File: config.mk
export PLATFORM = sky130hd
export DESIGN_NAME = robo_ambiente
export DESIGN_NICKNAME = d
export VERILOG_FILES = /design/src/rtl/robo_ambiente.sv
export SDC_FILE = /design/constraint.sdc
export NUM_CORES = 2
export LEC_CHECK = 0
export CAP_MARGIN = 20
export CORE_AREA = 2 2 374 339
export CTS_CLUSTER_DIAMETER = 30
export DETAILED_ROUTE_END_ITERATION = 7
export DIE_AREA = 0 0 376 341
export HOLD_SLACK_MARGIN = 0.02
export SLEW_MARGIN = 20
export SYNTH_ARGS = -nofsm -noshare
export SYNTH_HDL_FRONTEND = slang
export SYNTH_SLANG_ARGS = --single-unit
File: constraint.sdc
create_clock -name clock -period 12.6 [get_ports clock]
set_input_delay 1.89 -clock clock [delete_from_list [all_inputs] [get_ports clock]]
set_output_delay 1.89 -clock clock [all_outputs]
set_load 0.01 [all_outputs]
File: src/rtl/robo_ambiente.sv
// Environment model for the Robo controller: map, robot pose, sensors and debris removal.
// Optional STEP_MODE_EN adds step_mode/step_req to single-step the ACT phase.
module robo_ambiente #(
  parameter int ROWS        = 10,
  parameter int COLS        = 20,
  parameter int ROW_W       = 4,
  parameter int COL_W       = 5,
  parameter int LIFE_LEVE   = 3,
  parameter int LIFE_MEDIO  = 6,
  parameter int LIFE_PESADO = 9
) (
  input  logic             clock,
  input  logic             reset,
  input  logic             cfg_we,
  input  logic [ROW_W-1:0] cfg_row,
  input  logic [COL_W-1:0] cfg_col,
  input  logic [2:0]       cfg_cell,
  input  logic             start,
  input  logic [ROW_W-1:0] start_row,
  input  logic [COL_W-1:0] start_col,
  input  logic [1:0]       start_dir,
`ifdef STEP_MODE_EN
  input  logic             step_mode,
  input  logic             step_req,
`endif
  input  logic             avancar,
  input  logic             girar,
  input  logic             recolher_entulho,
  output logic             head,
  output logic             left,
  output logic             under,
  output logic             barrier,
  output logic             sens_valid,
  output logic [ROW_W-1:0] pos_row,
  output logic [COL_W-1:0] pos_col,
  output logic [1:0]       pos_dir,
  output logic [3:0]       life_cnt,
  output logic             anomaly
);
  localparam int CELLS = ROWS * COLS;
  localparam int IDX_W = $clog2(CELLS);
  localparam logic [ROW_W:0] ROWS_X  = (ROW_W+1)'(ROWS);
  localparam logic [COL_W:0] COLS_X  = (COL_W+1)'(COLS);
  localparam logic [ROW_W:0] ROW_ONE = (ROW_W+1)'(1);
  localparam logic [COL_W:0] COL_ONE = (COL_W+1)'(1);
  localparam logic [1:0] DIR_N = 2'b00, DIR_S = 2'b01, DIR_L = 2'b10, DIR_O = 2'b11;

  typedef enum logic [1:0] {S_IDLE, S_SENSE, S_ACT, S_ANOMALY} state_t;

  state_t           state_q, state_d;
  logic [ROW_W-1:0] pos_row_q, pos_row_d;
  logic [COL_W-1:0] pos_col_q, pos_col_d;
  logic [1:0]       pos_dir_q, pos_dir_d;
  logic [3:0]       life_q, life_d;
  logic             head_q, head_d, left_q, left_d, under_q, under_d, barrier_q, barrier_d;
  logic             sens_valid_q, sens_valid_d, anomaly_q, anomaly_d;

  logic [2:0]       map_q [CELLS];
  logic             map_we;
  logic [IDX_W-1:0] map_widx;
  logic [2:0]       map_wdata;

  logic [ROW_W:0]   row_x, fr_row, lf_row;
  logic [COL_W:0]   col_x, fr_col, lf_col;
  logic             cur_on, fr_on, lf_on, st_on, cfg_on, act_go;
  logic [2:0]       cur_v, fr_v, lf_v, st_v;
  logic [IDX_W-1:0] cur_idx, fr_idx, lf_idx, st_idx, cfg_idx;

  function automatic logic [IDX_W-1:0] cell_idx(input logic [ROW_W:0] r, input logic [COL_W:0] c);
    int lin;
    lin = int'(r) * COLS + int'(c);
    return IDX_W'(lin);
  endfunction

  function automatic logic [3:0] life_of(input logic [2:0] code);
    case (code)
      3'd3:    return 4'(LIFE_LEVE);
      3'd4:    return 4'(LIFE_MEDIO);
      default: return 4'(LIFE_PESADO);
    endcase
  endfunction

`ifdef STEP_MODE_EN
  assign act_go = !step_mode || step_req;
`else
  assign act_go = 1'b1;
`endif

  // Neighbour coordinates carry one spare bit so that "-1" wraps to a large unsigned off-map value.
  assign row_x = {1'b0, pos_row_q};
  assign col_x = {1'b0, pos_col_q};
  always_comb begin
    fr_row = row_x; fr_col = col_x; lf_row = row_x; lf_col = col_x;
    case (pos_dir_q)
      DIR_N:   begin fr_row = row_x - ROW_ONE; lf_col = col_x - COL_ONE; end
      DIR_S:   begin fr_row = row_x + ROW_ONE; lf_col = col_x + COL_ONE; end
      DIR_L:   begin fr_col = col_x + COL_ONE; lf_row = row_x - ROW_ONE; end
      default: begin fr_col = col_x - COL_ONE; lf_row = row_x + ROW_ONE; end
    endcase
  end

  assign cur_on  = (row_x < ROWS_X) && (col_x < COLS_X);
  assign fr_on   = (fr_row < ROWS_X) && (fr_col < COLS_X);
  assign lf_on   = (lf_row < ROWS_X) && (lf_col < COLS_X);
  assign st_on   = ({1'b0, start_row} < ROWS_X) && ({1'b0, start_col} < COLS_X);
  assign cfg_on  = ({1'b0, cfg_row} < ROWS_X) && ({1'b0, cfg_col} < COLS_X);
  assign cur_idx = cur_on ? cell_idx(row_x, col_x) : '0;
  assign fr_idx  = fr_on ? cell_idx(fr_row, fr_col) : '0;
  assign lf_idx  = lf_on ? cell_idx(lf_row, lf_col) : '0;
  assign st_idx  = st_on ? cell_idx({1'b0, start_row}, {1'b0, start_col}) : '0;
  assign cfg_idx = cfg_on ? cell_idx({1'b0, cfg_row}, {1'b0, cfg_col}) : '0;
  assign cur_v   = map_q[cur_idx];
  assign fr_v    = map_q[fr_idx];
  assign lf_v    = map_q[lf_idx];
  assign st_v    = map_q[st_idx];

  always_ff @(posedge clock or negedge reset) begin
    if (!reset) state_q <= S_IDLE;
    else        state_q <= state_d;
  end

  always_comb begin
    state_d = state_q;
    case (state_q)
      S_IDLE:
        if (start) state_d = (!st_on || st_v == 3'd1 || st_v >= 3'd3) ? S_ANOMALY : S_SENSE;
      S_SENSE: state_d = S_ACT;
      S_ACT:
        if (act_go) begin
          state_d = S_SENSE;
          if (!(life_q != 4'd0 && recolher_entulho) && avancar &&
              (!fr_on || fr_v == 3'd1 || fr_v >= 3'd3)) state_d = S_ANOMALY;
        end
      default: state_d = S_ANOMALY;
    endcase
  end

  always_comb begin
    pos_row_d = pos_row_q; pos_col_d = pos_col_q; pos_dir_d = pos_dir_q; life_d = life_q;
    head_d = head_q; left_d = left_q; under_d = under_q; barrier_d = barrier_q;
    map_we = 1'b0; map_widx = '0; map_wdata = '0;
    sens_valid_d = (state_d == S_ACT);
    anomaly_d    = (state_d == S_ANOMALY);
    case (state_q)
      S_IDLE: begin
        if (cfg_we && cfg_on) begin map_we = 1'b1; map_widx = cfg_idx; map_wdata = cfg_cell; end
        if (start) begin pos_row_d = start_row; pos_col_d = start_col; pos_dir_d = start_dir; end
      end
      S_SENSE: begin
        head_d    = !fr_on || fr_v == 3'd1;
        left_d    = !lf_on || lf_v == 3'd1;
        under_d   = cur_on && cur_v == 3'd2;
        barrier_d = fr_on && fr_v >= 3'd3;
        if (barrier_d && life_q == 4'd0) life_d = life_of(fr_v);
      end
      S_ACT:
        if (act_go) begin
          if (life_q != 4'd0 && recolher_entulho) begin
            life_d = life_q - 4'd1;
            if (life_q == 4'd1 && fr_on) begin map_we = 1'b1; map_widx = fr_idx; map_wdata = 3'd0; end
          end else if (avancar) begin
            if (fr_on) begin pos_row_d = fr_row[ROW_W-1:0]; pos_col_d = fr_col[COL_W-1:0]; end
          end else if (girar) begin
            case (pos_dir_q)
              DIR_N:   pos_dir_d = DIR_O;
              DIR_O:   pos_dir_d = DIR_S;
              DIR_S:   pos_dir_d = DIR_L;
              default: pos_dir_d = DIR_N;
            endcase
          end
        end
      default: ;
    endcase
  end

  always_ff @(posedge clock or negedge reset) begin
    if (!reset) begin
      pos_row_q <= '0; pos_col_q <= '0; pos_dir_q <= '0; life_q <= '0;
      head_q <= 1'b0; left_q <= 1'b0; under_q <= 1'b0; barrier_q <= 1'b0;
      sens_valid_q <= 1'b0; anomaly_q <= 1'b0;
    end else begin
      pos_row_q <= pos_row_d; pos_col_q <= pos_col_d; pos_dir_q <= pos_dir_d; life_q <= life_d;
      head_q <= head_d; left_q <= left_d; under_q <= under_d; barrier_q <= barrier_d;
      sens_valid_q <= sens_valid_d; anomaly_q <= anomaly_d;
    end
  end

  // Map contents survive reset.
  always_ff @(posedge clock) begin
    if (map_we) map_q[map_widx] <= map_wdata;
  end

  assign head = head_q;       assign left = left_q;
  assign under = under_q;     assign barrier = barrier_q;
  assign sens_valid = sens_valid_q;
  assign anomaly = anomaly_q;
  assign pos_row = pos_row_q; assign pos_col = pos_col_q;
  assign pos_dir = pos_dir_q; assign life_cnt = life_q;
endmodule

After elaboration in Yosys (flattened, before gate mapping)
Memories as Yosys holds them, arrays and structs flattened. Index checks and enable logic that the tools add are counted.

Register bits after elaboration: 23. Bits in writable memories: 600. Logic and storage cells: 138. Output and inout port bits: 21. Memories: 1. Input port bits: 30.

Memories: map_q (words 200, width 3, rd ports 4, clocked after memory_dff 0, wr ports 1, line 58) `logic [2:0] map_q [CELLS];`.

$add $sub $neg: 10. $mul: 5. Reduce and logical (&&, ||, !) cells: 32. Equality and inequality tests: 22. Mux-type cells: 45. Order comparisons: 12.

Operators by type and width (count): 2-to-1 mux 8 bit (8); case mux 5 bit (2 select lines) (3); adder 8 x 5 -> 8 bit (3); 2-to-1 mux 4 bit (6); case mux 4 bit (2 select lines) (3); case mux 6 bit (2 select lines) (2); 2-to-1 mux 5 bit (4); multiplier 4 x 3 -> 6 bit (second input constant) (3); adder 8 x 6 -> 8 bit (2); inequality test 2 bit (second input constant) (8); case mux 8 bit (2 select lines) (1); less-than comparator 5 bit (second input constant) (3); 2-to-1 mux 2 bit (7); logical AND 1 bit (13); less-than comparator 4 bit (second input constant) (3); less-than comparator 6 x 5 -> 1 bit (second input constant) (2); multiplier 5 x 3 -> 6 bit (second input constant) (2); case mux 2 bit (3 select lines) (2); == test 2 bit (second input constant) (5); less-than comparator 5 x 4 -> 1 bit (second input constant) (2); AND reduction 5 bit (2); == test 3 x 1 -> 1 bit (second input constant) (3); adder 5 x 1 -> 6 bit (second input constant) (1); == test 3 x 2 -> 1 bit (second input constant) (2); 20 further kinds (36).

Longest topological paths before layout
An unclocked memory read counts as a cell.

Depth in word-level cells: 14. Mapped depth: 25. Mapped depth without buffers: 22.

Least setup slack after synthesis
OpenSTA, ideal clock, no wires.

Path kind: input-to-reg. From: input port cfg_col[3]. To: memory map_q[0][0], data pin. Slack: 6791 ps. Buffers on the path: 1. Required time: 11879 ps. Setup time: 721 ps. Arrival time: 5088 ps. Stages on the path: 4. Path through: o21ai_0 -> and4_1 -> clkbuf_1 -> and2_1.

Longest elaborated chain between the ends: 5.

RTL lines: start, declared (line 16) `input logic [COL_W-1:0] cfg_col,`; less-than comparator 5 bit (line 106) `assign cfg_on = ({1'b0, cfg_row} < ROWS_X) && ({1'b0, cfg_col} < COLS_X);`; logical AND 1 bit (line 106); logical AND 1 bit (line 146) `if (cfg_we && cfg_on) begin map_we = 1'b1; map_widx = cfg_idx; map_wdata = cfg_cell; end`; 2-to-1 mux 3 bit (line 146); 2-to-1 mux 3 bit; net map_wdata[0] (line 61) `logic [2:0] map_wdata;`; end, declared (line 58).

The timed path passes the listed nets, and every way through them passes these cells.

Worst setup path after layout
From: register pos_col_q[0] (netlist: pos_col[0]). To: register life_q[1] (netlist: life_cnt[1]).

Longest elaborated chain between the ends: 11. Elaborated cells between the ends (all ways): 18. Classes of those cells: 3 x add/sub; 2 x order compare; 3 x eq/ne; 5 x mux; 4 x reduce/logical; 1 x memory.

RTL lines: start, declared (line 52) `logic [COL_W-1:0] pos_col_q, pos_col_d;`; start signal, assigned (line 182) `pos_row_q <= pos_row_d; pos_col_q <= pos_col_d; pos_dir_q <= pos_dir_d; life_q <= life_d;`; subtractor 5 x 1 -> 6 bit / adder 5 x 1 -> 6 bit (equally long branches) (line 98, 97); case mux 6 bit (2 select lines) (*) (line 94) `case (pos_dir_q)`; branches (longest 9 deep; another with adder 8 x 6 -> 8 bit); end signal, assigned (line 182); end, declared (line 54) `logic [3:0] life_q, life_d;`.

Every way passes the cells marked *. The select of a mux whose other input is x is not followed. A chain may end at the register's enable or synchronous reset.

==> results.md <==
- Number of buffers inserted by hold repair at cts: 0
- Seq/Total Area, Yosys: between 50 and 60%
- Run status: complete, but fails checks
- Total wire length after detailed routing: about 170 mm
- Share of layout cells above drive strength 1: 11.4%
- Placeable core region: 124000 µm²
- Number of flops mapped to enable cells by yosys: 600
- Highest achievable clock rate: between 100 and 150 MHz
- Buf/Inv on CP: 3
- Peak-usage layer in the global routing report: met2
- Post-synthesis cell type with the largest combined area: sky130_fd_sc_hd__edfxtp_1
- Dominant cells by area after synthesis: sky130_fd_sc_hd__edfxtp_1 49%, sky130_fd_sc_hd__nand2_1 5.0%, sky130_fd_sc_hd__nor2_1 4.9%
- Vias in the first global route: 33000
- Setup TNS after final layout: 0 ns
- FFs w/ async S/R, synth: under 10%
- Minimum clock period after layout: 7.19 ns
- Max capacitance violation total: 0
- Total number of H-tree levels: 4
- Yosys warnings: 0
- Effective utilization at floorplan: 29.9%
- Antenna Nets Post-Route: 0
- Hold Path Cell Cnt: 2
- Floorplan row count: 123
- Mean instance size in the synthesized netlist: 10.1 µm²
- Highest-delay cell along the critical path: sky130_fd_sc_hd__nor3_2
- Most used flip-flop cell after synthesis: sky130_fd_sc_hd__edfxtp_1
- Number of DRC markers in iteration 0: 6872
- Capture point of the worst reg-to-reg path: life_cnt[1]
- Filler cell count in the final layout: 12400
- Antenna violations before repair: 7
- Post-CTS repair timing setup buffer count: 0
- Smallest setup slack after layout: 5.41 ns
- Crit path top cell by count: sky130_fd_sc_hd__nand2_1
- Type of the tightest min-delay check: reg -> reg
- Vias after detailed routing: 35700
- Hold Path Sink: head
- Worst setup path start: pos_col[0]
- Leakage component of the power: 0.0136 µW
- Launching point of the worst reg2reg path: pos_col[0]
- Worst rel slew slack: 15.8%
- Violated checks: DRC
- Met1 routing resource usage after global routing: about a third
- Overflow left after global routing: 0
- First-pass GRT wire length: 238 mm
- Cell Pwr Density: 226 nW/µm²
- Number of nets in the synthesized netlist: ~3800
- Die width: 376 µm
- Post-synthesis instance area: 37100 µm²
- Final critical-path share of the clock period: a little under three fifths
- Clock transition at path regs: roughly 0.05 ns
- Number of top-level pins: between 50 and 60
- Maximum single-stage delay on the critical path: between 0.7 and 0.8 ns
- Met3 GRT Util: 10.7%
- Area of combinational cells with multiple inputs: 17300 µm²
- Total area of sequential cells: 18600 µm²
- Final hold violation count: 0
- Pre-antenna DRT Iters: 8
- Root Buffer: sky130_fd_sc_hd__clkbuf_16
- Number of buffer cells added on primary ports: 50
- Count of clock tree sinks: 623
- Post-route cell area: 43700 µm²
- Critical setup path kind: reg -> reg
- Worst-Skew Late Latency: 0.75 ns
- Crit path capture type: flop
- Commonest non-fill, non-tap cells in the layout: 600 x sky130_fd_sc_hd__edfxtp_1, 484 x sky130_fd_sc_hd__nor2_1, 477 x sky130_fd_sc_hd__nand2_1
- Post-Place Setup Slack: around 5.8 ns
- Total routing usage reported by global routing: around 26%
- Final setup skew: 0.0269 ns
- Count of final max-slew check failures: 0
- Final Hold Slack: 0.507 ns
- Area of the die: 128000 µm²
- Worst Reg-to-Reg Cells: 21
- CTS tree: built
- Setup repair after global routing missed its margin: false
- Most common cell after layout, fill and taps aside: sky130_fd_sc_hd__edfxtp_1
- Maximum number of pins on one net before global-route repair: 108
- Detail-routed net length per standard cell: 31.4 µm
- Tightest Pin Transition: 1.26 ns
- CP Data Arrival Time: between 7 and 8 ns
- Launching element type of the critical path: flop
- Cell-by-cell trace of the critical path: inv_1 -> buf_4 -> ha_1 -> nor3b_1 -> xnor2_1 -> nand2_1 -> o31ai_4 -> inv_2 -> ha_1 -> a21oi_1 -> and2_1 -> xnor2_1 -> nor3_2 -> nand2_1 -> a211oi_1 -> a22o_1 -> o31ai_2 -> o211ai_2 -> a21oi_2 -> nand2_1 -> mux2_2
- Post-synth cell types: 99
- Final weighted congestion in routability-driven placement: just over 1
- Global-route met2 utilization: 34.9%
- Detail Placement HPWL: 106 mm
- Fraction of post-synthesis cell area in the top cell type by area: 48.5%
- Delay-heaviest family, CP: compound AO/OA/AOI/OAI gates
- Buffer levels on the longest clock path: 3
- Peak VDD IR: 0.157 mV
- Maximum fanout along the worst path: 25
- Setup-violating endpoint count in the final report: 0
- Area growth from synthesis to final layout: 17.7%
- Number of instances in the synthesized netlist: 3675
- Mean number of vias per cell: 6.62
- Gates resized, CTS repair: 0
- Worst Min Path Start: head
- DR DRC count: 1
- Height of the die: 341 µm
- Number of nets at the end of the flow: 3746
- Clock buffer count from CTS: 131
- Register bit count reported by yosys: 623
- WP data required: 13.23 ns
- Post-detailed-placement cell area: 39300 µm²
- Register-to-register path setup slack: ~5.4 ns
-- power by group --
group	total, µW	leakage (µW)	internal [µW]	switching [µW]
logic	4170	0.00627	1080	3090
clock network	3410	0.00211	2180	1230
registers	2300	0.00522	2260	38.6
total	9880	0.0136	5520	4360
-- per-stage QoR --
stage / instances / util (%) / total power, µW
after floorplan: 3675 / - / 4530
after global routing: 5393 / 35.1 / 9980
final: 5397 / 35.1 / 9880
after CTS: 5393 / 35.1 / 9570
after global placement: 5154 / 31.6 / 6170
after detailed placement: 5154 / 31.6 / 6170
-- kinds of logic (layout without fill, tap and decap cells) --
| family | after synthesis | after routing | share of synthesized area, % |
|---|---|---|---|
| and+or+nand+nor | 1568 | 1568 | 19.9 |
| xor gates and xnor gates | 37 | 37 | 0.873 |
| DFF | 623 | 623 | 50.1 |
| other | 0 | 4 | 0 |
| adders and majority gates | 54 | 54 | 2.02 |
| muxes | 147 | 147 | 5.45 |
| buffers and inverters | 343 | 436 | 3.99 |
| AOI/OAI and AO/OA | 903 | 903 | 17.7 |
-- worst max path at each step --
stage,endpoint,cells after the start,slack [ns]
5_1_grt,anomaly,21,5.42
6_report,life_cnt[1],21,5.41
2_1_floorplan,map_q[0][0],4,6.79
3_5_place_dp,anomaly,13,5.84
4_1_cts,life_cnt[1],21,5.92
3_3_place_gp,anomaly,13,5.86
-- area by class of cell --
type | count | share of cell area, %
Multi-Input combinational cell | 2709 | 39.5
Clock inverter | 90 | 2.28
Clock buffer | 149 | 7.78
Tap cell | 1625 | 4.65
Timing Repair Buffer | 140 | 2.74
Antenna cell | 4 | 0.0229
Inverter | 57 | 0.490
Sequential cell | 623 | 42.6
-- registers in the layout, summed over array words and instances, names as in the netlist, 2 cells and up --
signal and cells:
life_cnt 4, map_q 600, pos_row 4, pos_dir 2
pos_col 5, state_q 2
-- metal layers --
| metal | up-vias | routed length, µm |
|---|---|---|
| met2 | 3428 | 66300 |
| li1 | 14300 | - |
| met5 | - | 54 |
| met1 | 17100 | 60600 |
| met3 | 835 | 29800 |
| met4 | 8 | 12800 |
-- worst min-delay path, delay by kind of cell, from the launching register on --
kind,cells,cell delay [ns]
flip-flops,1,0.35
AND/OR/NAND/NOR,1,0.06
AO/OA/AOI/OAI,1,0.06
-- cell usage after synthesis, types with 12 or more instances --
| library cell | number |
|---|---|
| sky130_fd_sc_hd__a31oi_1 | 74 |
| sky130_fd_sc_hd__o311ai_0 | 46 |
| sky130_fd_sc_hd__mux2i_1 | 93 |
| sky130_fd_sc_hd__a32oi_1 | 18 |
| sky130_fd_sc_hd__o21ai_0 | 84 |
| sky130_fd_sc_hd__nor4_1 | 33 |
| sky130_fd_sc_hd__a211oi_1 | 63 |
| sky130_fd_sc_hd__edfxtp_1 | 600 |
| sky130_fd_sc_hd__o211ai_1 | 14 |
| sky130_fd_sc_hd__nor3_1 | 158 |
| sky130_fd_sc_hd__nor4b_1 | 120 |
| sky130_fd_sc_hd__nand3_1 | 138 |
| sky130_fd_sc_hd__o221ai_1 | 17 |
| sky130_fd_sc_hd__a221oi_1 | 56 |
| sky130_fd_sc_hd__dfrtp_1 | 23 |
| sky130_fd_sc_hd__or3_1 | 19 |
| sky130_fd_sc_hd__o31ai_1 | 13 |
| sky130_fd_sc_hd__a21oi_1 | 201 |
| sky130_fd_sc_hd__nand2_1 | 494 |
| sky130_fd_sc_hd__inv_1 | 56 |
| sky130_fd_sc_hd__a311oi_1 | 139 |
| sky130_fd_sc_hd__ha_1 | 44 |
| sky130_fd_sc_hd__nor2_1 | 487 |
| sky130_fd_sc_hd__and2_1 | 18 |
| sky130_fd_sc_hd__buf_2 | 79 |
| sky130_fd_sc_hd__buf_1 | 35 |
| sky130_fd_sc_hd__o22ai_1 | 35 |
| sky130_fd_sc_hd__xnor2_1 | 27 |
| sky130_fd_sc_hd__buf_4 | 15 |
| sky130_fd_sc_hd__and3_1 | 26 |
| sky130_fd_sc_hd__nor2b_1 | 15 |
| sky130_fd_sc_hd__clkbuf_1 | 152 |
| sky130_fd_sc_hd__a22oi_1 | 12 |
| sky130_fd_sc_hd__mux4_2 | 42 |
Note: power is estimated with default switching activity, not from simulation.
